<file path="src/rtl/axi_rd_pkg.sv">
// Shared types and constants for the AXI4 read data mover.
// Beat geometry is fixed at 64 bytes; bursts never cross a 4 KB page.
package axi_rd_pkg;

  typedef enum logic [1:0] {
    S_IDLE = 2'd0,
    S_AR   = 2'd1,
    S_R    = 2'd2
  } state_e;

  localparam int BEAT_BYTES = 64;
  localparam int PAGE_BYTES = 4096;
  localparam int PAGE_BEATS = PAGE_BYTES / BEAT_BYTES;
  localparam int BUF_DEPTH  = 4096;
  localparam int BUF_AW     = 12;
  localparam int BEAT_CNT_W = 13;

  localparam logic [2:0] AXI_ARSIZE     = 3'd6;
  localparam logic [1:0] AXI_BURST_INCR = 2'b01;

  // Beats in the next burst: limited by what is left, the burst cap and the page end.
  function automatic logic [BEAT_CNT_W-1:0] burst_beats(
    input logic [5:0]            page_beat,
    input logic [BEAT_CNT_W-1:0] remaining,
    input logic [BEAT_CNT_W-1:0] max_beats
  );
    logic [BEAT_CNT_W-1:0] to_page;
    logic [BEAT_CNT_W-1:0] len;
    to_page = BEAT_CNT_W'(PAGE_BEATS) - {7'd0, page_beat};
    len     = remaining;
    if (max_beats < len) len = max_beats;
    if (to_page < len)   len = to_page;
    return len;
  endfunction

endpackage

</file>
<file path="src/rtl/data_untrimmer.sv">
// Splits a packed bus of DATA_COUNT lanes and keeps the low OUT_WIDTH bits of each.
// Purely combinational; no backpressure.
module data_untrimmer #(
  parameter int IN_WIDTH   = 64,
  parameter int OUT_WIDTH  = 39,
  parameter int DATA_COUNT = 8
) (
  input  logic [IN_WIDTH*DATA_COUNT-1:0]  in_dat,
  output logic [OUT_WIDTH*DATA_COUNT-1:0] out_dat
);

  for (genvar i = 0; i < DATA_COUNT; i++) begin : g_lane
    assign out_dat[i*OUT_WIDTH +: OUT_WIDTH] = in_dat[i*IN_WIDTH +: OUT_WIDTH];
    if (OUT_WIDTH < IN_WIDTH) begin : g_drop
      // Upper lane bits carry no payload and are deliberately dropped.
      logic unused_hi;
      assign unused_hi = ^in_dat[i*IN_WIDTH+OUT_WIDTH +: IN_WIDTH-OUT_WIDTH];
    end
  end

endmodule

</file>
<file path="src/rtl/axi_data_rd_top.sv">
// AXI4 read mover: splits a region into 4 KB-safe INCR bursts and writes one unpacked word per beat.
// AR one cycle after start/rlast; buffer write one cycle after each R handshake; rready only in S_R.
module axi_data_rd_top
  import axi_rd_pkg::*;
#(
  parameter int AXI_ADDR_WIDTH      = 64,
  parameter int AXI_DATA_WIDTH      = 512,
  parameter int AXI_XFER_SIZE_WIDTH = 32,
  parameter int DATA_WIDTH          = 39,
  parameter int MAX_BURST_BEATS     = 64
) (
  input  logic                           clk,
  input  logic                           rst_n,
  output logic                           m_axi_arvalid,
  input  logic                           m_axi_arready,
  output logic [AXI_ADDR_WIDTH-1:0]      m_axi_araddr,
  output logic [7:0]                     m_axi_arlen,
  input  logic                           m_axi_rvalid,
  output logic                           m_axi_rready,
  input  logic [AXI_DATA_WIDTH-1:0]      m_axi_rdata,
  input  logic                           m_axi_rlast,
  input  logic                           i_axird_start,
  output logic                           o_axird_done,
  input  logic [AXI_ADDR_WIDTH-1:0]      data_ptr,
  input  logic [AXI_XFER_SIZE_WIDTH-1:0] data_size_bytes,
  output logic [BUF_AW-1:0]              o_axird_wraddr,
  output logic [8*DATA_WIDTH-1:0]        o_axird_wrdata,
  output logic                           o_axird_wren
);

  localparam int LANE_W = AXI_DATA_WIDTH / 8;
  localparam int SZW    = AXI_XFER_SIZE_WIDTH + 1;
  localparam logic [BEAT_CNT_W-1:0] MAX_BEATS = BEAT_CNT_W'(MAX_BURST_BEATS);

  state_e                    state_q, state_d;
  logic [AXI_ADDR_WIDTH-1:0] araddr_q, araddr_d;
  logic [7:0]                arlen_q, arlen_d;
  logic [BEAT_CNT_W-1:0]     beats_left_q, beats_left_d;
  logic [BUF_AW-1:0]         wr_ptr_q, wr_ptr_d;
  logic [BUF_AW-1:0]         wraddr_q, wraddr_d;
  logic [8*DATA_WIDTH-1:0]   wrdata_q, wrdata_d;
  logic                      wren_q, wren_d;
  logic [8*DATA_WIDTH-1:0]   unpacked;

  data_untrimmer #(
    .IN_WIDTH  (LANE_W),
    .OUT_WIDTH (DATA_WIDTH),
    .DATA_COUNT(8)
  ) u_untrim (
    .in_dat (m_axi_rdata),
    .out_dat(unpacked)
  );

  // Beat count rounds a partial final beat up and is clamped to the buffer depth.
  logic [SZW-1:0]        size_round;
  logic [SZW-1:0]        total_raw;
  logic [BEAT_CNT_W-1:0] total_beats;
  assign size_round  = {1'b0, data_size_bytes} + SZW'(BEAT_BYTES - 1);
  assign total_raw   = size_round >> 6;
  assign total_beats = (total_raw > SZW'(BUF_DEPTH)) ? BEAT_CNT_W'(BUF_DEPTH)
                                                     : total_raw[BEAT_CNT_W-1:0];

  logic                      start_go, ar_hs, r_hs, r_last_hs;
  logic [BEAT_CNT_W-1:0]     beats_after;
  logic [14:0]               burst_bytes;
  logic [AXI_ADDR_WIDTH-1:0] next_addr;
  logic [BEAT_CNT_W-1:0]     start_len, next_len;

  assign start_go    = (state_q == S_IDLE) && i_axird_start && (total_beats != '0);
  assign ar_hs       = m_axi_arvalid && m_axi_arready;
  assign r_hs        = m_axi_rvalid && m_axi_rready;
  assign r_last_hs   = r_hs && m_axi_rlast;
  assign beats_after = (r_hs && beats_left_q != '0) ? beats_left_q - BEAT_CNT_W'(1) : beats_left_q;
  assign burst_bytes = {({1'b0, arlen_q} + 9'd1), 6'd0};
  assign next_addr   = araddr_q + AXI_ADDR_WIDTH'(burst_bytes);
  assign start_len   = burst_beats(data_ptr[11:6], total_beats, MAX_BEATS);
  assign next_len    = burst_beats(next_addr[11:6], beats_after, MAX_BEATS);

  always_ff @(posedge clk or negedge rst_n) begin
    if (!rst_n) state_q <= S_IDLE;
    else        state_q <= state_d;
  end

  always_comb begin
    state_d = state_q;
    unique case (state_q)
      S_IDLE:  if (start_go) state_d = S_AR;
      S_AR:    if (ar_hs) state_d = S_R;
      S_R:     if (r_last_hs) state_d = (beats_after != '0) ? S_AR : S_IDLE;
      default: state_d = S_IDLE;
    endcase
  end

  always_comb begin
    m_axi_arvalid = (state_q == S_AR);
    m_axi_rready  = (state_q == S_R);
    o_axird_done  = (state_q == S_IDLE);
  end

  always_comb begin
    araddr_d     = araddr_q;
    arlen_d      = arlen_q;
    beats_left_d = beats_left_q;
    wr_ptr_d     = wr_ptr_q;
    wraddr_d     = wraddr_q;
    wrdata_d     = wrdata_q;
    wren_d       = r_hs;
    if (start_go) begin
      araddr_d     = data_ptr;
      arlen_d      = 8'(start_len - BEAT_CNT_W'(1));
      beats_left_d = total_beats;
      wr_ptr_d     = '0;
    end
    if (r_hs) begin
      beats_left_d = beats_after;
      wr_ptr_d     = wr_ptr_q + BUF_AW'(1);
      wraddr_d     = wr_ptr_q;
      wrdata_d     = unpacked;
    end
    // The next burst's address and length are ready when its AR goes out.
    if (r_last_hs && beats_after != '0) begin
      araddr_d = next_addr;
      arlen_d  = 8'(next_len - BEAT_CNT_W'(1));
    end
  end

  always_ff @(posedge clk or negedge rst_n) begin
    if (!rst_n) begin
      araddr_q     <= '0;
      arlen_q      <= '0;
      beats_left_q <= '0;
      wr_ptr_q     <= '0;
      wraddr_q     <= '0;
      wrdata_q     <= '0;
      wren_q       <= 1'b0;
    end else begin
      araddr_q     <= araddr_d;
      arlen_q      <= arlen_d;
      beats_left_q <= beats_left_d;
      wr_ptr_q     <= wr_ptr_d;
      wraddr_q     <= wraddr_d;
      wrdata_q     <= wrdata_d;
      wren_q       <= wren_d;
    end
  end

  assign m_axi_araddr   = araddr_q;
  assign m_axi_arlen    = arlen_q;
  assign o_axird_wraddr = wraddr_q;
  assign o_axird_wrdata = wrdata_q;
  assign o_axird_wren   = wren_q;

endmodule

</file>
<file path="config.mk">
export PLATFORM = sky130hd
export DESIGN_NAME = axi_data_rd_top
export DESIGN_NICKNAME = d
export VERILOG_FILES = /design/src/rtl/axi_rd_pkg.sv /design/src/rtl/data_untrimmer.sv /design/src/rtl/axi_data_rd_top.sv
export SDC_FILE = /design/constraint.sdc
export NUM_CORES = 1
export LEC_CHECK = 0
export BUFFER_PORTS_ARGS = -buffer_cell sky130_fd_sc_hd__clkbuf_2
export CAP_MARGIN = 20
export CORE_AREA = 3 3 395 397
export DETAILED_ROUTE_END_ITERATION = 16
export DIE_AREA = 0 0 398 400
export SYNTH_ARGS = -nofsm -noshare
export SYNTH_HDL_FRONTEND = slang
export SYNTH_SLANG_ARGS = --single-unit
</file>
<file path="constraint.sdc">
create_clock -name clk -period 5.55 [get_ports clk]
set_clock_uncertainty 0.05 [all_clocks]
set_input_delay 0.8325 -clock clk [delete_from_list [all_inputs] [get_ports clk]]
set_output_delay 0.8325 -clock clk [all_outputs]
set_load 0.005 [all_outputs]
</file>
==> flow_summary.yaml <==
status:
  outcome: "completed"
cts:
  clkLatencyLatePin_ns: 0.65
  cts_sinks: 424
  cts_htree_levels: 2
  clockBufferDepth: 3
  path_clk_slew_ns: 0.08
  postCtsHoldBufs: 0
  cts_buffers: 54
  cts_tree: "built"
  cts_root_buf: "clkbuf_16"
critical_path:
  cpMostUsedCell: "buf_4"
  rrSetupSlack_ns: 0.30
  r2r-end: "m_axi_arlen[7]$_DFFE_PN0P_"
  timing.rr.start: "beats_left_q[0]$_DFFE_PN0P_"
  max_stage_delay_ns: 0.42
  end_kind: "flip-flop"
  worstSetupPathType: "reg2reg"
  arrival_ns: 5.76
  path_max_fanout: 5
  crit_chain: "inv_2 > ha_2 > or3b_1 > or3_1 > a211oi_2 > a21oi_2 > a211oi_2 > nand2_1 > ha_1 > nor3_2 > buf_4 > o311ai_0 > a2111oi_1 > a21oi_1 > o31ai_2 > mux2i_1 > o22ai_2 > buf_4 > nor4_4 > buf_4 > nor3b_1 > a32o_1"
  rr_worst_depth: 22
  start_kind: "flip-flop"
  worstPathRequired_ns: 6.06
  critPathSlowestCell: "a2111oi_1"
drt:
  ant_nets: 0
  wl_per_cell_microns: 20.39
  remaining_drc_errors: 0
  drtIter0Drc: 1483
  dr_total_vias: 20140
  vias_per_cell: 3.828
  drt-pass1-iter-count: 5
  wl_microns: 107300
yosys:
  synth.avg_cell_area_sq_um: 8.575
  ys_seq_area_frac: 0.5391
  synth-main-ff-cell: "dfrtp_1"
  synth-seq-cells: 424
  async_flop_share: 1.000
  synth_edf_count: 0
  ys_warn_count: 0
  synth_cells: 2295
  netlist_area_sq_um: 19680
  synth_nets: 2938
  ys_types: 90
sta:
  timing.fmax_ghz: 0.1906
  tightest_slew_ns: 0.9380
  rsz0062_at_grt: "no"
  slew_violations: 0
  fin_crit_sh: 0.9452
  maxSlewHeadroom: 0.3747
  post-route-min-period_ns: 5.246
  setup_viol: 0
  whs_ns: 0.1022
  hold_violations: 0
finish:
  final_util: 0.1901
  areaGrowthSynthToFinish_pct: 47.05
  fin_nets: 3828
  layout-drive-gt1-share: 0.3371
  postLayoutCellArea_sq_um: 28940
  layout_commonest_cell: "nand2_1"
  final_cell_mix: "nand2_1 (1130), clkbuf_2 (812), dfrtp_1 (423)"
  fill_cells: 17050
floorplanning:
  dieWidth_microns: 398
  start_util: 0.1293
  rows: 143
  ios: 1014
  core_area_sq_um: 152300
  fp.dieH_microns: 400
  dieArea_sq_um: 159200
pwr:
  pwr_density_cell_nw_per_um2: 552.0
  p_leak_nw: 15.00
  ir_drop_v: 0.0002836
global_routing:
  grt_pass1_vias: 19880
  grt_first_pass_wirelength_microns: 148600
  grt_max_degree: 126
  grt_overflow: 0
  antenna_found_initial: 4
  grt_use_total: 0.1287
place:
  portBuffers: 813
  dp_hpwl_microns: 87650
  postPlaceCellArea_sq_um: 26930
  gp_congestion: 0.8866
run:
  drv_cap: 0
hold_path:
  min_path_type: "in2async"
[worst max-delay path: cells and delay by family, from the launching register on]
family          cells  cell delay (ns)
compound gates      9             1.96
simple gates        6             1.43
buf+inv             4             0.59
fa+ha+maj           2             0.43
flops               1             0.39
mux                 1             0.31
[where the power goes]
group	total [mW]	internal, mW	switching (mW)	leakage, nW
logic	6.74	2.64	4.10	8.73
clock network	3.75	2.21	1.55	0.919
registers	5.48	4.43	1.06	5.35
[sequential cells by signal, indices dropped and copies added, names as in the netlist]
register        cells
state_q             2
wr_ptr_q           12
o_axird_wren        1
o_axird_wrdata    312
beats_left_q       13
m_axi_araddr       64
m_axi_arlen         8
o_axird_wraddr     12
[repair_timing]
| action | CTS | global route |
|---|---|---|
| setup endpoints to repair | 0 | 6 |
| buffers inserted | 0 | 0 |
| resized for setup | 0 | 18 |
[through the flow]
stage	worst slack (ns)	cells	total power, mW	setup TNS [ns]
2_1_floorplan	0.2721	2295	8.310	0
3_3_place_gp	-0.1430	5158	12.09	-0.4267
3_5_place_dp	-0.03112	5158	12.22	-0.04093
4_1_cts	0.1371	5257	16.12	0
5_1_grt	0.01694	5258	17.19	0
6_report	0.3039	5262	15.98	0
[kinds of logic after synthesis]
family	count (synthesis)	synth area share
xor gates and xnor gates	34	0.01513
adders and majority gates	29	0.01882
and+or+nand+nor	1389	0.2938
AOI/OAI and AO/OA	269	0.1008
muxes	8	0.004069
DFF	424	0.5391
buffers and inverters	142	0.02829
[layer usage]
layer / track usage / share of wire / vias to the layer above
met3: 0.03257 / 0.075 / 112
met5: 0 / 0 / -
met1: 0.1711 / 0.44 / 9845
met4: 0.03286 / 0.024 / 0
li1: - / - / 9425
met2: 0.2070 / 0.46 / 761
[how the worst max path moves through the flow]
stage	from	to	slack, ns	depth (start not counted)
floorplan	data_size_bytes[4]	m_axi_arlen[6]$_DFFE_PN0P_	0.27	20
global placement	data_size_bytes[4]	m_axi_arlen[6]$_DFFE_PN0P_	-0.14	21
detailed placement	data_size_bytes[4]	m_axi_arlen[6]$_DFFE_PN0P_	-0.03	21
CTS	m_axi_arlen[0]$_DFFE_PN0P_	m_axi_arlen[7]$_DFFE_PN0P_	0.14	22
global route	beats_left_q[0]$_DFFE_PN0P_	m_axi_arlen[7]$_DFFE_PN0P_	0.02	22
finish	beats_left_q[0]$_DFFE_PN0P_	m_axi_arlen[7]$_DFFE_PN0P_	0.30	22
[layout make-up]
| class | instances | area, sq um | share of cell area |
|---|---|---|---|
| diodes | 4 | 10.01 | 0.0003459 |
| clock buffers | 74 | 1556 | 0.05378 |
| clock inverters | 25 | 335.3 | 0.01159 |
| inverters | 30 | 120.1 | 0.004150 |
| multi-input cells | 1729 | 8594 | 0.2970 |
| flip-flops and latches | 424 | 10610 | 0.3667 |
| well taps | 2030 | 2540 | 0.08776 |
| repair buffers | 946 | 5172 | 0.1787 |
[Yosys cell counts, types with 10 or more instances]
| master | instances | area (sq um) |
|---|---|---|
| a21o_1 | 13 | 97.59 |
| a21oi_1 | 36 | 180.2 |
| a31oi_1 | 10 | 62.56 |
| and3_1 | 30 | 187.7 |
| buf_2 | 13 | 65.06 |
| clkbuf_1 | 95 | 356.6 |
| dfrtp_1 | 424 | 10610 |
| ha_1 | 28 | 350.3 |
| inv_1 | 30 | 112.6 |
| nand2_1 | 1130 | 4242 |
| nand3_1 | 43 | 215.2 |
| nand4_1 | 28 | 175.2 |
| nor2_1 | 56 | 210.2 |
| nor3_1 | 23 | 115.1 |
| o211ai_1 | 41 | 307.8 |
| o21ai_0 | 58 | 290.3 |
| o311ai_0 | 25 | 219.0 |
| xnor2_1 | 19 | 166.4 |
| xor2_1 | 15 | 131.4 |
Power figures use the tool's default switching activity.
